## config.mk

```make
export PLATFORM = sky130hd
export DESIGN_NAME = viterbi_acs_flat
export DESIGN_NICKNAME = d
export VERILOG_FILES = /design/src/rtl/viterbi_acs_if.sv /design/src/rtl/viterbi_acs.sv /design/src/flat_wrapper.sv
export SDC_FILE = /design/constraint.sdc
export NUM_CORES = 1
export LEC_CHECK = 0
export ABC_AREA = 1
export BUFFER_PORTS_ARGS = -buffer_cell sky130_fd_sc_hd__buf_4
export CORE_ASPECT_RATIO = 1.4
export CORE_MARGIN = 1.5
export CORE_UTILIZATION = 65
export DETAILED_ROUTE_END_ITERATION = 8
export PLACE_DENSITY = 0.84
export SLEW_MARGIN = 20
export SYNTH_ARGS = -nofsm -noshare
export SYNTH_HDL_FRONTEND = slang
export SYNTH_SLANG_ARGS = --single-unit
```

## constraint.sdc

```tcl
create_clock -name clk -period 38.3 [get_ports clk]
set_input_delay 3.83 -clock clk [delete_from_list [all_inputs] [get_ports clk]]
set_output_delay 3.83 -clock clk [all_outputs]
set_load 0.02 [all_outputs]
```

## src/rtl/viterbi_acs_if.sv

```systemverilog
// Symbol-in / decision-out bundle between the ACS stage and its neighbours.
interface viterbi_acs_if #(
   parameter int unsigned ERR_W = 16
);
   logic             enable_i;
   logic             valid_i;
   logic [1:0]       d_in;
   logic             valid_o;
   logic [7:0]       decision_o;
   logic [2:0]       best_state_o;
   logic [ERR_W-1:0] err_acc_o;

   modport master (
      output enable_i, valid_i, d_in,
      input  valid_o, decision_o, best_state_o, err_acc_o
   );

   modport slave (
      input  enable_i, valid_i, d_in,
      output valid_o, decision_o, best_state_o, err_acc_o
   );
endinterface

```

## src/rtl/viterbi_acs.sv

```systemverilog
// Add-compare-select for the 8-state rate-1/2 code: updates eight normalised
// path metrics per hard-decision symbol and emits survivor decisions.
module viterbi_acs #(
   parameter int unsigned PM_W    = 6,
   parameter int unsigned INIT_PM = 16,
   parameter int unsigned ERR_W   = 16
) (
   input  logic           clk,
   input  logic           rst,
   viterbi_acs_if.slave   bus
);
   localparam int unsigned CW = PM_W + 2;
   localparam logic [CW-1:0] PM_MAX = CW'({PM_W{1'b1}});

   // Branch outputs into state n (n7 in the MSBs): OUT0 from p0, OUT1 from p1.
   localparam logic [15:0] OUT0 = 16'b00_01_10_11_11_10_01_00;
   localparam logic [15:0] OUT1 = 16'b11_10_01_00_00_01_10_11;

   logic [PM_W-1:0]  pm      [8];
   logic [PM_W-1:0]  pm_nxt  [8];
   logic [CW-1:0]    sum_c   [8];
   logic [7:0]       dec_c;
   logic [CW-1:0]    m_c;
   logic [2:0]       best_c;
   logic [ERR_W-1:0] err_nxt;
   logic [ERR_W:0]   err_sum;
   logic [2:0]       p0;
   logic [2:0]       p1;
   logic [1:0]       bm0;
   logic [1:0]       bm1;
   logic [CW-1:0]    cand0;
   logic [CW-1:0]    cand1;
   logic [CW-1:0]    diff;

   function automatic logic [1:0] ham2(input logic [1:0] x);
      return {1'b0, x[1]} + {1'b0, x[0]};
   endfunction

   always_comb begin
      p0      = '0;
      p1      = '0;
      bm0     = '0;
      bm1     = '0;
      cand0   = '0;
      cand1   = '0;
      diff    = '0;
      dec_c   = '0;
      best_c  = '0;
      for (int n = 0; n < 8; n++) begin
         sum_c[n]  = '0;
         pm_nxt[n] = '0;
      end

      for (int n = 0; n < 8; n++) begin
         p0       = 3'(2 * (n % 4));
         p1       = p0 + 3'd1;
         bm0      = ham2(bus.d_in ^ OUT0[n*2 +: 2]);
         bm1      = ham2(bus.d_in ^ OUT1[n*2 +: 2]);
         cand0    = CW'(pm[p0]) + CW'(bm0);
         cand1    = CW'(pm[p1]) + CW'(bm1);
         dec_c[n] = (cand1 < cand0);
         sum_c[n] = (cand1 < cand0) ? cand1 : cand0;
      end

      m_c = sum_c[0];
      for (int n = 1; n < 8; n++) begin
         if (sum_c[n] < m_c) m_c = sum_c[n];
      end

      // Descending scan so the lowest matching index wins.
      for (int n = 7; n >= 0; n--) begin
         if (sum_c[n] == m_c) best_c = 3'(n);
      end

      for (int n = 0; n < 8; n++) begin
         diff      = sum_c[n] - m_c;
         pm_nxt[n] = (diff > PM_MAX) ? PM_W'(PM_MAX) : PM_W'(diff);
      end

      err_sum = (ERR_W+1)'(bus.err_acc_o) + (ERR_W+1)'(m_c);
      err_nxt = err_sum[ERR_W] ? {ERR_W{1'b1}} : err_sum[ERR_W-1:0];
   end

   always_ff @(posedge clk) begin
      if (rst) begin
         pm[0] <= '0;
         for (int n = 1; n < 8; n++) pm[n] <= PM_W'(INIT_PM);
         bus.valid_o      <= 1'b0;
         bus.decision_o   <= '0;
         bus.best_state_o <= '0;
         bus.err_acc_o    <= '0;
      end else if (!bus.enable_i) begin
         pm[0] <= '0;
         for (int n = 1; n < 8; n++) pm[n] <= PM_W'(INIT_PM);
         bus.valid_o   <= 1'b0;
         bus.err_acc_o <= '0;
      end else begin
         bus.valid_o <= bus.valid_i;
         if (bus.valid_i) begin
            for (int n = 0; n < 8; n++) pm[n] <= pm_nxt[n];
            bus.decision_o   <= dec_c;
            bus.best_state_o <= best_c;
            bus.err_acc_o    <= err_nxt;
         end
      end
   end
endmodule

```

## src/flat_wrapper.sv

```systemverilog
// flat-port wrapper written by rule: the top's interface ports become plain ports
module viterbi_acs_flat 
#(
   parameter int unsigned PM_W    = 6,
   parameter int unsigned INIT_PM = 16,
   parameter int unsigned ERR_W   = 16
)
  (clk, rst, bus_enable_i, bus_valid_i, bus_d_in, bus_valid_o, bus_decision_o, bus_best_state_o, bus_err_acc_o);
  viterbi_acs_if #(.ERR_W(ERR_W)) bus_i ();
  input  logic clk;
  input  logic rst;
  input wire logic [$bits(bus_i.enable_i)-1:0] bus_enable_i;
  input wire logic [$bits(bus_i.valid_i)-1:0] bus_valid_i;
  input wire logic [$bits(bus_i.d_in)-1:0] bus_d_in;
  output wire logic [$bits(bus_i.valid_o)-1:0] bus_valid_o;
  output wire logic [$bits(bus_i.decision_o)-1:0] bus_decision_o;
  output wire logic [$bits(bus_i.best_state_o)-1:0] bus_best_state_o;
  output wire logic [$bits(bus_i.err_acc_o)-1:0] bus_err_acc_o;
  assign bus_i.enable_i = bus_enable_i;
  assign bus_i.valid_i = bus_valid_i;
  assign bus_i.d_in = bus_d_in;
  assign bus_valid_o = bus_i.valid_o;
  assign bus_decision_o = bus_i.decision_o;
  assign bus_best_state_o = bus_i.best_state_o;
  assign bus_err_acc_o = bus_i.err_acc_o;
  viterbi_acs #(.PM_W(PM_W), .INIT_PM(INIT_PM), .ERR_W(ERR_W)) u_core (.clk(clk), .rst(rst), .bus(bus_i));
endmodule
```

After elaboration in Yosys (flattened, before gate mapping)
Memory sizes are Yosys's and may differ from the RTL's.
Index checks and enable logic that the tools add are counted.
{"block": "word_totals", "reg_bits": 28, "out_inout_bits": 28, "latchBits": 0, "rom_bits": 0, "mem_bits_rw": 48, "mem_count": 1}
{"block": "op_classes", "add_sub_neg": 29, "n_div": 0, "n_bitwise": 20, "n_lt_le_gt_ge": 23, "n_eq_ne": 8, "n_mux": 57, "shift": 0, "n_reduce_logical": 2, "mul": 0}
{"memory": "u_core.pm", "words": 8, "width": 6, "read_ports": 8, "rd_clocked_by_memory_dff": 0, "wr": 8, "line": "viterbi_acs.sv:19", "source": "logic [PM_W-1:0] pm [8];"}
{"op": "$mux W6", "count": 24}
{"op": "$lt A8 B8 Y1", "count": 15}
{"op": "$mux W8", "count": 15}
{"op": "$add A6 B2 Y7", "count": 16}
{"op": "$eq A8 B8 Y1", "count": 8}
{"op": "$gt A8 B6 Y1 const B", "count": 8}
{"op": "$sub A8 B8 Y8", "count": 8}
{"op": "$mux W3", "count": 8}
{"op": "$add A16 B8 Y17", "count": 1}
{"op": "$mux W16", "count": 1}
{"op": "$or A1 B1 Y1", "count": 16}
{"op": "$mux W1", "count": 9}
{"op": "$add A1 B1 Y2", "count": 4}
{"op": "$not A1 Y1", "count": 3}
{"op": "$not A2 Y2", "count": 1}
{"op": "$reduce_and A2 Y1", "count": 1}
{"op": "$reduce_or A2 Y1", "count": 1}

Depth between registers and ports, before layout
Gate-level depths: netlist (run 1).
{"block": "depth", "depth_word": 28, "ltp_mapped": 105, "ltp_nobuf": 99}

Worst setup path before layout (run 1)
No wires, ideal clock.
{"block": "synth_timing", "kind": "input-to-reg", "start": "input bus_d_in[0]", "end": "register u_core.bus.err_acc_o[1]", "setup_ns": 0.095, "required_time_ns": 38.205, "cell_stages": 81, "slack_ns": 22.607, "arrival_time_ns": 15.598, "cell_sequence": "inv_1 -> ha_1 -> inv_1 -> ha_1 -> ha_1 -> inv_1 -> nand2_1 -> nand2_1 -> nor3_1 -> inv_1 -> ha_1 -> and3_1 -> nand2_2 -> nand2_2 -> clkinv_1 -> o21ai_0 -> ha_1 -> nand2_1 -> (+45 left out) -> a21oi_1 -> nor2_1 -> nor2_1 -> nand2_2 -> buf_6 -> nand2_1 -> nand2_1 -> fa_1 -> o21ai_0 -> a21oi_1 -> nor2_1 -> nor2_1 -> nor2_1 -> o21ai_0 -> nand3b_1 -> o21ai_0 -> inv_1 -> a221oi_1"}
{"block": "synth_via", "elab_chain_len": 21, "word_cells_on_any_way": 54, "classes_between": "21 x add/sub; 15 x order compare; 16 x mux; 2 x bitwise"}
{"element": "start: declaration", "line": "flat_wrapper.sv:14", "source": "input wire logic [$bits(bus_i.d_in)-1:0] bus_d_in;"}
{"element": "$not A1 Y1 (no line) or $not A2 Y2 (tied branches)"}
{"element": "$add A1 B1 Y2", "line": "viterbi_acs.sv:36", "source": "return {1'b0, x[1]} + {1'b0, x[0]};"}
{"element": "$add A6 B2 Y7 (on tied branches)", "line": "viterbi_acs.sv:59, viterbi_acs.sv:60"}
{"element": "$lt A8 B8 Y1", "line": "viterbi_acs.sv:62", "source": "sum_c[n] = (cand1 < cand0) ? cand1 : cand0;"}
{"element": "$mux W8", "line": "viterbi_acs.sv:62"}
{"element": "$lt A8 B8 Y1", "line": "viterbi_acs.sv:67", "source": "if (sum_c[n] < m_c) m_c = sum_c[n];"}
{"element": "$mux W8", "line": "viterbi_acs.sv:67"}
{"element": "$lt A8 B8 Y1", "line": "viterbi_acs.sv:67"}
{"element": "(+5 left out)"}
{"element": "$lt A8 B8 Y1", "line": "viterbi_acs.sv:67"}
{"element": "$mux W8", "line": "viterbi_acs.sv:67"}
{"element": "$lt A8 B8 Y1", "line": "viterbi_acs.sv:67"}
{"element": "$mux W8", "line": "viterbi_acs.sv:67"}
{"element": "$lt A8 B8 Y1", "line": "viterbi_acs.sv:67"}
{"element": "$mux W8 (*)", "line": "viterbi_acs.sv:67"}
{"element": "$add A16 B8 Y17 (*)", "line": "viterbi_acs.sv:80", "source": "err_sum = (ERR_W+1)'(bus.err_acc_o) + (ERR_W+1)'(m_c);"}
{"element": "$mux W16 (*)", "line": "viterbi_acs.sv:81", "source": "err_nxt = err_sum[ERR_W] ? {ERR_W{1'b1}} : err_sum[ERR_W-1:0];"}
{"element": "end signal: assignment", "line": "viterbi_acs.sv:103", "source": "bus.err_acc_o <= err_nxt;"}
{"element": "end: declaration", "line": "viterbi_acs_if.sv:20", "source": "output valid_o, decision_o, best_state_o, err_acc_o"}
Every way passes the cells marked *; elsewhere a longest branch is shown, timed or not.
A chain may end at the register's enable or synchronous reset.

Worst setup path in the final report (run 1)
Same ends and word-level chain as after synthesis.

==> summary by stage, run 1 <==
Run status
The run finished with clean final reports.

Setup path
The endpoint kind of the worst setup timing path is a flip-flop. The endpoint required time on the critical path is 38.57 ns. The highest fanout seen on the critical path is 12. The slowest cell on the critical path is o21ai_0. The element type at the critical path start is a primary input.

The critical path arrival is 17.99 ns. The most numerous cell type found on the critical path is nand2_1. The classification of the worst setup path is primary input to flip-flop. On the worst path, the slowest cell contributes a delay of 0.63 ns.

Route
The detailed route wirelength on metal2 is 14.8 mm. The highest routing layer actually used is met4. For this block, the via count after detailed routing is 10300.

The final layout contains routed wiring with a total length of 29.9 mm. The average wire length per cell after detail routing is 17.1 um. The violation count after the first detailed-route iteration is 698. The routed metal-1 wire length is 11.6 mm. In this run the remaining antenna-violating nets after routing total 0. The detailed route wirelength on metal3 is 1.75 mm. The post-route DRC violation count is 0. After detailed routing, the number of vias per cell comes to 5.86. The number of iterations in the first detailed-routing pass is 6.

STA
Adding up every negative setup slack in the final design gives 0 ns. The worst-case headroom to the max-slew limit is 28.3%. Setup repair after global routing left no endpoint under its margin.

The shortest period the worst path allows is 17.72 ns. At the pin with the least slew margin, the transition time is 1.06 ns. The final count of hold timing violations is 0. In the finished design, the share of the clock period the worst path needs comes to 46.3%. The maximum operating frequency is 0.0564 GHz. Across all setup checks in the final design, the least slack found is 20.58 ns. The max-slew violation count was 0. For the final database, setup skew stands at 0.00738 ns. The setup violation total in the final timing report is 0.

Yosys
The most used flip-flop cell after synthesis is edfxtp_1. The multiplexer share of the synthesized area is 0%. The average cell area after synthesis is 7.02 sq um. Counting distinct cell types in the post-synthesis netlist gives 42.

The sequential cell area fraction in the yosys report is 18.2%. The count of warnings emitted by yosys is 0. The cell count after synthesis came out at 1517. The synthesized netlist devotes 25.2% of its cell area to adder and majority cells.

The combinational family with the most area after synthesis is adder cells. The register bit count reported by yosys is 76. The async set-reset flop share out of synthesis is 0%. Counting flops with a built-in enable in the synthesized netlist gives 42.

The number of nets in the synthesized netlist is 1732. Summing the areas of all compound-gate instances in the mapped netlist gives 15.4% of the synthesized area. The area fraction in and, or, nand and nor cells after synthesis is 22.2%. The cell area that synthesis handed to floorplanning was 10700 sq um. The area share of xor/xnor cells in the synthesized design is 9.79%.

Job
The number of maximum-capacitance violations is 0.

GRT
Global routing used 34.6% of the available tracks across all layers. Entering global routing, the biggest net connects 28 pins. The number of global-route vias before repair is 9798. The total overflow reported by the global router is 0.

The wire length of the first global-routing pass is 47.4 mm. The initial antenna violation count was 0.

Floorplanning
The core region area is 16100 sq um. Pin placement for this block handled 34 I/O pins. The effective utilization at floorplan is 66.1%. The die outline width is 111 um. The overall die area is 17200 sq um. The vertical die dimension is 154 um.

After floorplanning, the core was divided into 55 placement rows.

Clock tree
The clock net in this run drives a total of 76 sinks. The clock-pin slew of the registers on the worst-case setup and hold paths is 0.07 ns. Clock tree synthesis inserted a total of 9 buffers. The number of buffers inserted for hold repair after clock tree synthesis is 0. The maximum level of the CTS H-tree is 3.

The CTS tree is done. The maximum clock path buffer count is 2. The number of cells upsized or downsized after cts is 0. The cell at the root of the clock tree is clkbuf_16. After clock tree synthesis, the setup repair step added 0 buffers. The clock insertion delay at the later pin of the skew report is 0.36 ns.

Cells and area
From synthesis to final layout, the design area changed by 6.80%. The final design instance area without fill is 11400 sq um. The repair_antennas step left the layout with diodes totalling 0. The number of nets at the end of the flow is 1762.

The filler cell count in the final layout is 1386. In the final layout, the share of cells above drive strength 1 is 5.99%.

Place
The pre-CTS setup slack is 20.54 ns. The area after detailed placement is 11100 sq um. The final weighted congestion of routability-driven global placement is 1.01. Summed over all nets, the half-perimeter wirelength after detailed placement is 24.2 mm. The count of buffers added on input and output ports is 33.

Hold path
The type of the most critical hold path is flip-flop to flip-flop.
## cells by family after synthesis
family                   Yosys count
AO/OA/AOI/OAI                    304
XOR/XNOR                         119
adder cells (fa/ha/maj)          209
AND/OR/NAND/NOR                  558
buffers and inverters            251
flip-flops                        76
## area by class of cell
cell class / count / area [sq um] / area share, %
well taps: 199 / 249 / 2.19
inverters: 232 / 871 / 7.66
flip-flops and latches: 76 / 1940 / 17.1
clock inverters: 7 / 72.6 / 0.638
clock buffers: 9 / 225 / 1.98
multi-input cells: 1190 / 7730 / 68.0
repair buffers: 38 / 285 / 2.51
## flip-flops by register name, indices dropped and copies added (netlist names)
signal and count:
u_core.bus.valid_o 1, u_core.bus.err_acc_o 16, u_core.bus.best_state_o 3, u_core.bus.decision_o 8
u_core.pm 48
## final timing paths
check	startpoint	to	slack (ns)	cells after the start
worst max-delay path	bus_d_in[0]	u_core.bus.err_acc_o[1]$_SDFFE_PP0P_	20.58	79
worst min register to register	u_core.bus.decision_o[0]$_SDFFE_PP0P_	u_core.bus.decision_o[0]$_SDFFE_PP0P_	0.47	2
worst max register to register	u_core.pm[0][13]$_SDFFCE_PN0P_	u_core.bus.err_acc_o[1]$_SDFFE_PP0P_	24.43	75
worst min-delay path	u_core.bus.decision_o[0]$_SDFFE_PP0P_	u_core.bus.decision_o[0]$_SDFFE_PP0P_	0.47	2
## per-layer routing
layer  up-vias  GRT usage (%)
li1       5092              -
met1      4689           38.3
met2       362           62.6
met3       117           5.45
met4         0           20.1
met5         -              0
## critical path, delay by kind of cell
family / cells / cell delay, ns
compound gates: 19 / 4.46
simple gates: 38 / 4.39
fa+ha+maj: 13 / 4.00
buf+inv: 9 / 1.25
## cells in the mapped netlist (all sizes together), types with 3 or more instances
cell type | instances | area, sq um
nand2 | 376 | 1490
inv | 227 | 852
ha | 200 | 2500
o21ai | 154 | 771
xor2 | 107 | 937
a21oi | 106 | 534
nor2 | 77 | 289
nand3 | 49 | 260
edfxtp | 42 | 1260
dfxtp | 34 | 681
nor3 | 23 | 115
nand4 | 21 | 131
xnor2 | 12 | 105
clkbuf | 11 | 41.3
fa | 9 | 180
a21o | 8 | 60.1
a31oi | 8 | 50.1
buf | 8 | 68.8
and2 | 6 | 38.8
o211ai | 6 | 45.0
clkinv | 5 | 18.8
a21boi | 4 | 30.0
o221ai | 4 | 35.0
and3 | 3 | 18.8
## cells in the final DEF, fill, tap and decap left out, types with 3 or more instances in the layout
cell type	instances
o21ai_0	154
a31oi_1	8
fa_1	9
inv_1	227
nand4_1	21
nand3_2	3
and2_1	5
nor3_1	23
a21oi_1	105
nand2_2	31
a21boi_0	4
xnor2_1	12
ha_1	200
clkinv_1	6
nand3_1	46
buf_4	38
clkbuf_16	9
xor2_1	107
o221ai_1	4
a21o_1	8
nand2_1	345
nor2_1	76
and3_1	3
dfxtp_1	34
o211ai_1	6
edfxtp_1	42
## stage by stage
| step | std cells | hold slack, ns | util (%) |
|---|---|---|---|
| final | 1751 | 0.465 | 70.6 |
| after global routing | 1751 | 0.487 | 70.6 |
| after CTS | 1751 | 0.470 | 70.6 |
| after detailed placement | 1735 | 0.454 | 68.8 |
| after global placement | 1735 | 0.442 | 68.8 |
| after floorplan | 1517 | 0.457 | - |
Power of run 1 is not shown: default switching activity piles up to over one toggle a cycle in this logic, so the estimate is an artifact.
==> run 2, diff against run 1 <==
CORE_UTILIZATION = 59   (was 65)
PLACE_DENSITY = 0.8   (was 0.84)
clock period = 15.31 ns   (was 38.3 ns; I/O delays follow)
==> run 2 against run 1 <==
Against the previous run: non-clock buffer count up 13; clock skew up 0.0030 ns; final cell count up 2.9%; global-route usage down 1.2 points; critical endpoint unchanged.
==> summary by stage, run 2 (synthesized netlist as in run 1, its figures left out) <==
Route
The number of iterations in the first detailed-routing pass was 8 (+2). The residual antenna-violating net count after detailed routing came to 0 (unchanged). The violation count after the first detailed-route iteration is 719 (+3.0%).

The number of vias per cell after detailed routing is 5.69 (-2.9%). The average wire length per cell after detail routing was 17.0 um (-0.81%). The routed via count is 10200 (-0.13%). The post-route DRC violation count was 0 (unchanged).

The wire length reported by the detailed router is 30.5 mm (+2.0%).

Clock tree
The total number of clock tree sinks is 76 (unchanged). The number of setup buffers added after CTS is 0 (unchanged). The CTS tree is done. The clock insertion delay at the later pin of the skew report is 0.35 ns (about the same). The maximum level of the CTS H-tree came to 3 (unchanged). The tree is rooted in a clkbuf_16. The maximum clock path buffer count is 2 (unchanged). The total CTS buffers came to 9 (unchanged). The clock-pin slew of the registers on the worst-case setup and hold paths is 0.06 ns (about the same). The number of buffers inserted for hold repair after clock tree synthesis is 0 (unchanged). The number of cells upsized or downsized after cts is 0 (unchanged).

Setup path
STA classifies the critical path startpoint as a primary input. The highest fanout seen on the critical path is 11 (-1). Among the stages of the critical path, the cell type that occurs most often is nor2_1. The worst setup path is of the primary input to flip-flop kind. The number of cells traversed by the worst register-to-register path is 76 (+1.3%). The critical path arrival is 14.41 ns (-3.58 ns). The slowest cell on the critical path is ha_2. The endpoint kind of the worst setup timing path is a flip-flop. The origin of the critical flop-to-flop path is u_core.pm[0][7]$_SDFFCE_PN0P_. The longest individual stage delay on the worst path was 0.47 ns (-0.16 ns). The reg-to-reg setup timing slack was 2.64 ns (-21.79 ns). The endpoint required time on the critical path is 15.56 ns (-23.01 ns).

The worst register-to-register path ends at u_core.bus.err_acc_o[1]$_SDFFE_PP0P_.

STA
The final count of hold timing violations is 0 (unchanged). The setup violation total in the final timing report was 0 (unchanged). The setup clock skew after layout is 0.0104 ns (+0.00302 ns). Setup repair after global routing left no endpoint under its margin. The shortest period the worst path allows is 14.16 ns.

The worst path uses 92.5% of the clock period. The worst-case headroom to the max-slew limit came to 38.0% (+9.8 points). The maximum operating frequency is 0.0706 GHz. The transition time at the pin with the least slew margin is 0.920 ns (-0.145 ns).

The post-route setup TNS came to 0 ns (unchanged). The max-slew violation count was 0 (unchanged).

Hold path
The startpoint of the lowest-slack hold path is u_core.bus.decision_o[2]$_SDFFE_PP0P_. The sink of the worst hold path is u_core.bus.decision_o[2]$_SDFFE_PP0P_. The hold-critical path depth is 2 (unchanged).

The type of the most critical hold path is flip-flop to flip-flop.

Cells and area
Compared with the post-synthesis result, the final layout area differs by 8.32%. The largest registers in the layout are u_core.pm: 48 flops, u_core.bus.err_acc_o: 16 flops, u_core.bus.decision_o: 8 flops. The library cell used most frequently in the layout, excluding fill and tap cells, is nand2_1. The flip-flop count of the largest register after layout was 48 (unchanged). The library cells used most frequently in the layout, excluding fill and tap cells, are nand2_1 (343), inv_1 (227), ha_1 (199).

The filler cell count in the final layout came to 1634 (+18%). The final design instance area without fill is 11500 sq um (+1.4%). The number of antenna diodes was 0 (unchanged).

The number of nets at the end of the flow is 1775 (+0.74%). The register with the highest flop count is u_core.pm. The share of final-layout standard cells stronger than drive strength 1 is 7.09% (+1.1 points).

Run status
The run finished with clean final reports.

Job
The number of maximum-capacitance violations is 0 (unchanged).

Floorplanning
The die outline width is 117 um (+4.8%). The top-level I/O count is 34 (unchanged). The number of standard-cell rows in the floorplan is 57 (+3.6%). The vertical die dimension is 162 um (+4.9%). The core region area is 17500 sq um (+9.0%). The overall die area came to 18900 sq um (+9.9%). The effective utilization at floorplan came to 60.7% (-5.4 points).

Place
The count of port buffers added during placement was 33 (unchanged). The area after detailed placement is 11200 sq um (+1.3%). The final weighted congestion of routability-driven global placement is 0.984 (-2.3%). The post-DP HPWL is 24.8 mm (+2.1%).

GRT
The total overflow reported by the global router was 0 (unchanged). The number of global-route vias before repair is 10000 (+2.1%). The pin count of the biggest net entering global routing is 44 (+57%). The wire length of the first global-routing pass is 48.7 mm (+2.6%). The global routing usage summed across all routing layers is 33.4% (-1.2 points). The initial antenna violation count is 0 (unchanged).
run 2: cell count changes in the layout (fill, tap and decap cells not counted), moves of 2 or more:
cell,previous run,this run
o21ai_0,154,136
o21ai_1,0,15
buf_4,38,51
clkbuf_1,0,4
o21ai_2,0,3
clkinv_1,6,4
clkinv_2,0,2
inv_6,2,0
nand2_1,345,343
nand2_4,0,2
run 2: cell type report:
| class | instances | area [sq um] | area share, % |
|---|---|---|---|
| inverter | 232 | 875 | 7.58 |
| tap | 236 | 295 | 2.56 |
| timing repair buffer | 51 | 383 | 3.32 |
| clock buffer | 14 | 265 | 2.30 |
| multi-input combinational | 1190 | 7770 | 67.3 |
| sequential | 76 | 1940 | 16.8 |
| clock inverter | 2 | 10.0 | 0.0868 |
run 2: metal layers:
layer | GRT usage [%] | part of all wire (%) | vias to the layer above
li1 | - | - | 5104
met1 | 36.9 | 38 | 4670
met2 | 59.5 | 49 | 340
met3 | 4.85 | 5.8 | 133
met4 | 20.4 | 7.2 | 0
met5 | 0 | 0 | -
run 2: worst max path at each step:
stage                      from                                   end  slack, ns  depth (start not counted)
floorplan           bus_d_in[0]  u_core.bus.err_acc_o[1]$_SDFFE_PP0P_       1.92                         81
global placement    bus_d_in[0]        u_core.pm[0][27]$_SDFFCE_PN0P_       0.56                         74
detailed placement  bus_d_in[0]  u_core.bus.err_acc_o[1]$_SDFFE_PP0P_       0.19                         78
CTS                 bus_d_in[0]  u_core.bus.err_acc_o[1]$_SDFFE_PP0P_       0.40                         78
global route        bus_d_in[0]  u_core.bus.err_acc_o[1]$_SDFFE_PP0P_       0.03                         77
finish              bus_d_in[1]  u_core.bus.err_acc_o[1]$_SDFFE_PP0P_       1.15                         79
run 2: critical path, delay by kind of cell:
family | cells | cell delay [ns]
AOI/OAI and AO/OA | 21 | 3.77
xor gates and xnor gates | 1 | 0.23
adders and majority gates | 12 | 3.78
buffers and inverters | 10 | 1.25
and+or+nand+nor | 35 | 3.83
run 2: through the flow:
step | std cells | utilization [%] | hold WS [ns] | worst slack [ns]
after floorplan | 1517 | - | 0.457 | 1.92
after global placement | 1785 | 64.0 | 0.443 | 0.556
after detailed placement | 1785 | 64.0 | 0.450 | 0.186
after CTS | 1801 | 65.5 | 0.465 | 0.405
after global routing | 1801 | 65.8 | 0.491 | 0.0297
final | 1801 | 65.8 | 0.462 | 1.15
Power of run 2 is left out for the same reason.
==> run 3, diff against run 2 <==
PLACE_DENSITY = 0.79   (was 0.8)
==> run 3 against run 2 <==
Against the previous run: first-iteration DRC count up 10%; global-route usage shrank 0.94 points; clock skew is 0.00050 ns higher; sequential share of layout area about the same; highest routed layer unchanged; flip-flop and latch count unchanged; non-clock buffer count decreased by 8; critical path type unchanged; hold slack worse by 0.0054 ns; fmax is 0.35% lower.
==> summary by stage, run 3 (synthesized netlist as in run 1, its figures left out) <==
Floorplanning
The number of standard-cell rows in the floorplan is 57 (unchanged). The core region area is 17500 sq um (unchanged). The effective utilization at floorplan is 60.7% (unchanged). The overall die area came to 18900 sq um (unchanged). The top-level I/O count is 34 (unchanged).

The vertical die dimension is 162 um (unchanged). The die outline width was 117 um (unchanged).

Cells and area
The share of final-layout standard cells stronger than drive strength 1 is 6.87% (-0.22 points). The number of nets at the end of the flow was 1767 (-0.45%). The flip-flop count of the largest register after layout is 48 (unchanged). The filler cell count in the final layout came to 1556 (-4.8%).

The leading cell type in the layout, fill and taps excluded is nand2_1. The largest registers in the layout are u_core.pm: 48 flops, u_core.bus.err_acc_o: 16 flops, u_core.bus.decision_o: 8 flops. The register with the highest flop count is u_core.pm.

The number of antenna diodes was 0 (unchanged). The relative area change from synthesis to final layout is 8.01%. In the layout the commonest cells are nand2_1 (341), inv_1 (227), ha_1 (199).

Setup path
Among all stages on the critical path, the largest delay is contributed by o21ai_0. The endpoint kind of the worst setup timing path is a flip-flop. The worst setup path is of the primary input to flip-flop kind. The endpoint required time on the critical path is 15.54 ns (-0.02 ns). The critical path arrival is 14.44 ns (+0.03 ns). STA classifies the critical path startpoint as a primary input. The longest individual stage delay on the worst path came to 0.58 ns (+0.11 ns). The highest fanout seen on the critical path is 12 (+1).

The most prevalent standard cell on the critical path is nor2_1.

STA
The setup violation total in the final timing report is 0 (unchanged). The max-slew violation count was 0 (unchanged). The setup clock skew after layout is 0.0109 ns (+0.000503 ns). The maximum operating frequency is 0.0704 GHz (-0.35%). The worst-case headroom to the max-slew limit is 31.9% (-6.1 points). The final critical-path setup slack came to 1.10 ns (-0.0494 ns).

The final clock period utilization by the worst path was 92.8% (+0.32 points). The shortest period the worst path allows is 14.21 ns (+0.0494 ns). The final count of hold timing violations came to 0 (unchanged). The transition time at the pin with the least slew margin was 1.01 ns (+0.0905 ns).

The final-layout worst hold slack came to 0.457 ns (-0.00541 ns).

Place
The pre-CTS setup slack is -0.131 ns (-0.317 ns). The count of port buffers added during placement is 33 (unchanged). The final weighted congestion of routability-driven global placement is 0.973 (-1.1%). The post-DP HPWL came to 24.2 mm (-2.0%).

Clock tree
The number of buffers inserted for hold repair after clock tree synthesis is 0 (unchanged). The clock insertion delay at the later pin of the skew report came to 0.36 ns (about the same). The clock-pin slew of the registers on the worst-case setup and hold paths is 0.07 ns (about the same).

The total CTS buffers was 9 (unchanged). The number of setup buffers added after CTS was 0 (unchanged). The maximum clock path buffer count is 2 (unchanged).

The total number of clock tree sinks is 76 (unchanged). The CTS tree is done. The maximum level of the CTS H-tree is 3 (unchanged). The cell at the root of the clock tree is clkbuf_16.

Route
The post-route DRC violation count is 0 (unchanged). The violation count after the first detailed-route iteration is 794 (+10%). The routed via count is 10200 (-0.92%). The residual antenna-violating net count after detailed routing came to 0 (unchanged). The detailed route wirelength on metal2 was 14.9 mm (-0.53%).

The average wire length per cell after detail routing is 16.6 um (-2.4%). Signal routing reaches up to met4. The routed metal-1 wire length is 11.6 mm (+0.29%). The number of iterations in the first detailed-routing pass was 5 (-3).

The detailed route wirelength on metal3 was 1.41 mm (-21%). The number of vias per cell after detailed routing came to 5.66 (-0.48%). The wire length reported by the detailed router is 29.7 mm (-2.8%).

GRT
The global routing usage summed across all routing layers is 32.5% (-0.94 points). The wire length of the first global-routing pass is 47.7 mm (-2.0%). The pin count of the biggest net entering global routing came to 44 (unchanged).

The number of global-route vias before repair is 9784 (-2.2%). The total overflow reported by the global router was 0 (unchanged). The initial antenna violation count is 0 (unchanged).

Job
The number of maximum-capacitance violations is 0 (unchanged).

Hold path
The type of the most critical hold path is flip-flop to flip-flop.

Run status
The flow ran to the end, and the final reports show no timing, DRC or antenna violations.
run 3: through the flow:
step                TNS [ns]  instances  util [%]  cell area (sq um)
finish                     0       1793      65.6              11500
global route         -0.0483       1793      65.6              11500
CTS                        0       1793      65.4              11500
detailed placement    -0.535       1777      63.6              11200
global placement           0       1777      63.6              11200
floorplan                  0       1517         -              10700
run 3: worst max-delay path, delay by kind of cell:
kind / cells / cell delay, ns
buffers and inverters: 7 / 1.06
xor gates and xnor gates: 2 / 0.34
adders and majority gates: 11 / 3.49
and+or+nand+nor: 34 / 3.77
AOI/OAI and AO/OA: 21 / 4.20
run 3: layout make-up:
type | count | area [sq um] | area share, %
clock buffer | 11 | 264 | 2.29
clock inverter | 5 | 41.3 | 0.359
inverter | 232 | 871 | 7.57
multi-input combinational | 1190 | 7770 | 67.5
sequential | 76 | 1940 | 16.9
tap | 236 | 295 | 2.57
timing repair buffer | 43 | 323 | 2.81
run 3: per-layer routing:
| metal | up-vias | global-route usage, % |
|---|---|---|
| met1 | 4649 | 35.9 |
| li1 | 5089 | - |
| met4 | 0 | 18.1 |
| met2 | 308 | 58.5 |
| met3 | 107 | 4.81 |
| met5 | - | 0 |
run 3: worst paths after layout:
kind / slack [ns] / to / depth (start not counted) / from
max reg2reg: 2.45 / u_core.pm[0][3]$_SDFFE_PP0N_ / 72 / u_core.pm[0][7]$_SDFFCE_PN0P_
min reg2reg: 0.46 / u_core.bus.decision_o[5]$_SDFFE_PP0P_ / 2 / u_core.bus.decision_o[5]$_SDFFE_PP0P_
min: 0.46 / u_core.bus.decision_o[5]$_SDFFE_PP0P_ / 2 / u_core.bus.decision_o[5]$_SDFFE_PP0P_
max: 1.10 / u_core.pm[0][3]$_SDFFE_PP0N_ / 75 / bus_d_in[0]
run 3: repair_timing:
item                                   in CTS  in global routing
setup endpoints to repair                   0                 67
endpoints found under the hold margin       0                  0
gates resized for setup                     0                 29
Power of run 3 is left out for the same reason.
